<file path="config.mk">
export PLATFORM = sky130hd
export DESIGN_NAME = peripheral_arbiter_bb
export DESIGN_NICKNAME = d
export VERILOG_FILES = /design/src/rtl/peripheral_arbiter_bb.sv
export SDC_FILE = /design/constraint.sdc
export NUM_CORES = 1
export LEC_CHECK = 0
export ABC_AREA = 1
export CAP_MARGIN = 20
export CORE_AREA = 2 2 130 132
export CTS_CLUSTER_DIAMETER = 120
export DETAILED_ROUTE_END_ITERATION = 12
export DIE_AREA = 0 0 132 134
export DONT_BUFFER_PORTS = 1
export RECOVER_POWER = 25
export SYNTH_ARGS = -nofsm -noshare
export SYNTH_HDL_FRONTEND = slang
export SYNTH_SLANG_ARGS = --single-unit
</file>
<file path="constraint.sdc">
create_clock -name wb_clk_i -period 1 [get_ports wb_clk_i]
set_input_delay 0.1 -clock wb_clk_i [delete_from_list [all_inputs] [get_ports wb_clk_i]]
set_output_delay 0.1 -clock wb_clk_i [all_outputs]
set_load 0.01 [all_outputs]
</file>
<file path="src/rtl/peripheral_arbiter_bb.sv">
// Round-robin Wishbone arbiter letting NUM_MASTERS masters share one slave.
// Define ARBITER_WATCHDOG_EN to build in the hung-slave watchdog.
module peripheral_arbiter_bb #(
  parameter int AW          = 32,
  parameter int DW          = 32,
  parameter int NUM_MASTERS = 2,
  parameter int TIMEOUT     = 256
) (
  input  logic                          wb_clk_i,
  input  logic                          wb_rst_i,
  input  logic [NUM_MASTERS*AW-1:0]     m_adr_i,
  input  logic [NUM_MASTERS*DW-1:0]     m_dat_i,
  input  logic [NUM_MASTERS*DW/8-1:0]   m_sel_i,
  input  logic [NUM_MASTERS-1:0]        m_we_i,
  input  logic [NUM_MASTERS-1:0]        m_cyc_i,
  input  logic [NUM_MASTERS-1:0]        m_stb_i,
  input  logic [NUM_MASTERS*3-1:0]      m_cti_i,
  input  logic [NUM_MASTERS*2-1:0]      m_bte_i,
  output logic [NUM_MASTERS*DW-1:0]     m_dat_o,
  output logic [NUM_MASTERS-1:0]        m_ack_o,
  output logic [NUM_MASTERS-1:0]        m_err_o,
  output logic [NUM_MASTERS-1:0]        m_rty_o,
  output logic [AW-1:0]                 s_adr_o,
  output logic [DW-1:0]                 s_dat_o,
  output logic [DW/8-1:0]               s_sel_o,
  output logic                          s_we_o,
  output logic                          s_cyc_o,
  output logic                          s_stb_o,
  output logic [2:0]                    s_cti_o,
  output logic [1:0]                    s_bte_o,
  input  logic [DW-1:0]                 s_dat_i,
  input  logic                          s_ack_i,
  input  logic                          s_err_i,
  input  logic                          s_rty_i,
  output logic [NUM_MASTERS-1:0]        grant_o,
  output logic                          timeout_o
);

  localparam int SW = DW / 8;
  localparam int IW = (NUM_MASTERS > 1) ? $clog2(NUM_MASTERS) : 1;

  typedef enum logic {
    IDLE  = 1'b0,
    OWNED = 1'b1
  } state_t;

  state_t          state_q, state_d;
  logic [IW-1:0]   owner_q, owner_d;
  logic [IW-1:0]   lastOwner_q, lastOwner_d;
  logic [IW-1:0]   winner;
  logic            wdogFire;

  logic [AW-1:0]   adrArr [NUM_MASTERS];
  logic [DW-1:0]   datArr [NUM_MASTERS];
  logic [SW-1:0]   selArr [NUM_MASTERS];
  logic [2:0]      ctiArr [NUM_MASTERS];
  logic [1:0]      bteArr [NUM_MASTERS];

  for (genvar k = 0; k < NUM_MASTERS; k++) begin : gSlice
    assign adrArr[k] = m_adr_i[k*AW +: AW];
    assign datArr[k] = m_dat_i[k*DW +: DW];
    assign selArr[k] = m_sel_i[k*SW +: SW];
    assign ctiArr[k] = m_cti_i[k*3 +: 3];
    assign bteArr[k] = m_bte_i[k*2 +: 2];
  end

  // Search starts just after the previous owner so every requester gets a turn.
  always_comb begin
    int            cand;
    logic [IW-1:0] candIdx;
    logic          found;
    winner  = lastOwner_q;
    found   = 1'b0;
    cand    = 0;
    candIdx = '0;
    for (int i = 1; i <= NUM_MASTERS; i++) begin
      cand    = (int'(lastOwner_q) + i) % NUM_MASTERS;
      candIdx = IW'(cand);
      if (!found && m_cyc_i[candIdx]) begin
        found  = 1'b1;
        winner = candIdx;
      end
    end
  end

  always_comb begin
    state_d     = state_q;
    owner_d     = owner_q;
    lastOwner_d = lastOwner_q;
    case (state_q)
      IDLE: begin
        if (|m_cyc_i) begin
          state_d = OWNED;
          owner_d = winner;
        end
      end
      OWNED: begin
        if (!m_cyc_i[owner_q] || wdogFire) begin
          state_d     = IDLE;
          lastOwner_d = owner_q;
        end
      end
      default: state_d = IDLE;
    endcase
  end

  always_ff @(posedge wb_clk_i) begin
    if (wb_rst_i) begin
      state_q     <= IDLE;
      owner_q     <= '0;
      lastOwner_q <= IW'(NUM_MASTERS - 1);
    end else begin
      state_q     <= state_d;
      owner_q     <= owner_d;
      lastOwner_q <= lastOwner_d;
    end
  end

  // Terminations are suppressed while reset is held so an aborted owner sees no ack.
  always_comb begin
    grant_o = '0;
    m_ack_o = '0;
    m_err_o = '0;
    m_rty_o = '0;
    s_adr_o = '0;
    s_dat_o = '0;
    s_sel_o = '0;
    s_we_o  = 1'b0;
    s_cyc_o = 1'b0;
    s_stb_o = 1'b0;
    s_cti_o = 3'b000;
    s_bte_o = 2'b00;
    if (state_q == OWNED) begin
      grant_o[owner_q] = 1'b1;
      s_adr_o = adrArr[owner_q];
      s_dat_o = datArr[owner_q];
      s_sel_o = selArr[owner_q];
      s_we_o  = m_we_i[owner_q];
      s_cyc_o = m_cyc_i[owner_q] && !wdogFire;
      s_stb_o = m_stb_i[owner_q] && !wdogFire;
      s_cti_o = ctiArr[owner_q];
      s_bte_o = bteArr[owner_q];
      if (!wb_rst_i) begin
        m_ack_o[owner_q] = s_ack_i;
        m_err_o[owner_q] = s_err_i || wdogFire;
        m_rty_o[owner_q] = s_rty_i;
      end
    end
  end

  assign m_dat_o = {NUM_MASTERS{s_dat_i}};

`ifdef ARBITER_WATCHDOG_EN
  localparam int CW = $clog2(TIMEOUT) + 1;

  logic [CW-1:0] wdogCount_q, wdogCount_d;
  logic          anyTerm;
  logic          stalled;

  assign anyTerm  = s_ack_i || s_err_i || s_rty_i;
  assign stalled  = (state_q == OWNED) && m_stb_i[owner_q] && !anyTerm;
  assign wdogFire = stalled && (wdogCount_q == CW'(TIMEOUT - 1));

  // Counts consecutive strobed cycles without a slave termination.
  always_comb begin
    wdogCount_d = '0;
    if (stalled && m_cyc_i[owner_q] && !wdogFire) begin
      wdogCount_d = wdogCount_q + 1'b1;
    end
  end

  always_ff @(posedge wb_clk_i) begin
    if (wb_rst_i) begin
      wdogCount_q <= '0;
    end else begin
      wdogCount_q <= wdogCount_d;
    end
  end

  assign timeout_o = wdogFire;
`else
  assign wdogFire  = 1'b0;
  assign timeout_o = 1'b0;
`endif

endmodule

</file>
==> flow_summary_export.csv <==
group,metric,value,unit
floorplan,initial_utilization,10.38,%
final_layout,layoutNonFillerInstCount,514,
clock_tree,cts.clk_slew.worst_paths,0.03,ns
sta,fin_skew,0.0004656,ns
clock_tree,cts_tree,"done",
synth,ys_ff_latch,3,
synth,yosys-top-cells-area,"nand2_1 (52%), buf_4 (29%), buf_6 (6.7%)",
status,violations,"setup timing",
floorplan,num_rows,47,
synth,synth-compound-area-share,0.5922,%
placed_design,placedCellCount,500,
final_layout,multiInputGateArea,1455,µm²
placed_design,place_hpwl,5295,µm
final_layout,regArea,62.56,µm²
power_and_ir_drop,comb_power_share,53.9,%
clock_tree,clock_latency,0.23,ns
power_and_ir_drop,p_clk_share,38.0,%
clock_tree,max-clock-path-buffers,2,
setup_path,cp_max_fo,6,
grt,grt_max_degree,38,
final_layout,finalInstanceArea,2338,µm²
grt,grt_antenna_before_repair,0,
clock_tree,cts_root_buffer,"clkbuf_16",
detailed_routing,wl_per_cell,15.02,µm
synth,synth-simple-area-share,56.11,%
power_and_ir_drop,p_int,0.001024,W
power_and_ir_drop,vdd_ir_drop_max,0.0009448,V
detailed_routing,ant_nets,0,
sta,hold_violations,0,
grt,grt_pass1_vias,1688,
floorplan,die_h,134,µm
power_and_ir_drop,seqPwrFrac,8.1,%
setup_path,worstSetupPathType,"reg2out",
setup_path,cp-end-kind,"primary output",
detailed_routing,drc_errors,0,
floorplan,core-area,16290,µm²
clock_tree,htree_levels,1,
final_layout,areaGrowthSynthToFinish,38.34,%
grt,grt_pass1_wl,9501,µm
placed_design,gp_congestion,0.7631,
clock_tree,cts_sinks,3,
sta,period_share,130.2,%
final_layout,utilization,14.36,%
power_and_ir_drop,p_per_area,739.2,nW/µm²
placed_design,place_area,1511,µm²
final_layout,nets,484,
synth,ys_warn_count,0,
synth,syn_avg_cell_area,4.900,µm²
synth,synth_xor_area_share,0,%
power_and_ir_drop,p_leak,1.115,nW
setup_path,start_kind,"flip-flop",
sta,max_freq,768.0,MHz
detailed_routing,dr.pass1.iters,4,
detailed_routing,vias,1893,
status,status,"complete, but fails checks",
floorplan,ioPinCount,338,
sta,setup_ws,-0.3021,ns
placed_design,port_buffers,0,
sta,finalSetupViolCount,84,
final_layout,antennaDiodeCount,0,
detailed_routing,wirelength,7721,µm
clock_tree,cts_made_buffers,3,
final_layout,drive_gt1_share,51.70,%
sta,rsz0062_at_grt,"yes",
synth,synth.net_count,534,
power_and_ir_drop,swShare,40.79,%
sta,drv_slew,0,
grt,grt_overflow,0,
synth,synthTopCellsByCount,"nand2_1 (233), buf_4 (65), buf_6 (10)",
synth,synth_most_common_cell,"nand2_1",
synth,muxShareOfSynthArea,0,%
grt,grt_use_total,7.212,%
sta,fin_crit,1.302,ns
synth,synthDistinctLibCells,14,
synth,seq_area_frac_synth,3.553,%
setup_path,worst_ep_required_time,0.90,ns
synth,ys_async_sr_fraction,0,%
detailed_routing,routed_via_density,3.683,
synth,synth_fa_ha_area_share,0,%
synth,synth-edff-count,0,
synth,synth_flop_cell,"dfxtp_1",
worst_hold_path,holdCritPathClass,"in2reg",
synth,synth_area,1690,µm²
synth,yosysTopAreaCell,"nand2_1",
sta,fin_hold_ws,0.02762,ns
synth,syn_inst,345,
final_layout,fillCellCount,1854,
synth,synth.top_cell.area_share,51.74,%
run,max-cap-violations,0,
setup_path,cp.arrival,1.20,ns
synth,synth_top_family_by_area,"simple AND/OR/NAND/NOR gates",
floorplan,die-area,17690,µm²
detailed_routing,drtIter0Drc,55,
floorplan,dieWidth,132,µm
power_and_ir_drop,power_switching,0.0007050,W
-- per-layer routing --
| metal | global-route usage [%] | up-vias | share of wire [%] |
|---|---|---|---|
| li1 | - | 857 | - |
| met1 | 6.926 | 806 | 34 |
| met2 | 12.33 | 216 | 47 |
| met3 | 4.573 | 14 | 16 |
| met4 | 3.080 | 0 | 2.7 |
| met5 | 0 | - | 0 |
-- path summary, 6_finish.rpt --
| path | start | to | slack, ns | cells after the start |
|---|---|---|---|---|
| setup / recovery | state_q | s_we_o | -0.30 | 6 |
| hold reg to reg | lastOwner_q | lastOwner_q | 0.47 | 2 |
| hold / removal | m_cyc_i[1] | owner_q | 0.03 | 2 |
| setup reg to reg | owner_q | lastOwner_q | 0.06 | 6 |
-- flip-flops by register name, indices dropped and copies added, names as in the netlist --
name,count
lastOwner_q,1
owner_q,1
state_q,1
-- placed cells by master, fill, tap and decap left out --
master	netlist	routed
nand3_1	4	4
nor3_2	0	5
clkinv_4	0	1
dfxtp_2	0	2
buf_16	0	5
conb_1	1	1
clkbuf_16	0	6
a21oi_4	0	1
nor2_1	3	3
nand2_2	2	75
inv_1	6	5
buf_12	0	5
dfxtp_1	3	1
nand2_4	0	35
nand2_1	233	125
inv_2	3	2
inv_8	0	1
clkbuf_1	1	1
nor3_4	0	1
dlygate4sd3_1	0	1
buf_4	65	13
a21oi_1	2	1
-- power groups by stage --
stage                     clock network [W]  logic, W  registers [W]
after floorplan                           0  0.000746       0.000141
final                              0.000656  0.000932       0.000140
after global routing               0.000672   0.00101       0.000141
after detailed placement                  0  0.000572       0.000141
after global placement                    0  0.000561       0.000140
after CTS                          0.000669  0.000773       0.000139
-- logic make-up after synthesis --
family	count (synthesis)
other	1
buffers and inverters	91
flip-flops	3
AND/OR/NAND/NOR	248
AO/OA/AOI/OAI	2
-- final cells by class --
class / count / area share [%]
Inverter: 9 / 1.980
Clock buffer: 4 / 3.371
Sequential cell: 3 / 2.675
Timing Repair Buffer: 27 / 17.98
Multi-Input combinational cell: 251 / 62.23
Tap cell: 220 / 11.77
-- per-stage QoR --
| step | total power, W | setup slack, ns | TNS [ns] |
|---|---|---|---|
| after global placement | 0.0007008 | -0.03821 | -0.2076 |
| after global routing | 0.001819 | -0.3544 | -25.27 |
| after floorplan | 0.0008868 | 0.005171 | 0 |
| after CTS | 0.001581 | -0.2930 | -21.29 |
| final | 0.001729 | -0.3021 | -20.64 |
| after detailed placement | 0.0007121 | -0.05640 | -1.665 |
-- critical path: stages (launching register included) --
cell	delay (ns)
dfxtp_2	0.33
nand2_2	0.09
clkinv_4	0.09
buf_12	0.14
clkbuf_16	0.16
nand2_1	0.08
nand2_2	0.07
-- timing repair --
action                                 CTS  global route
gates resized for setup                 91            74
setup buffers                            2             0
hold buffers                             1             0
gates cloned                             4             3
endpoints found under the hold margin    2             0
pin swaps                                1            15
setup endpoints to repair               84            85
Power figures use the tool's default switching activity.
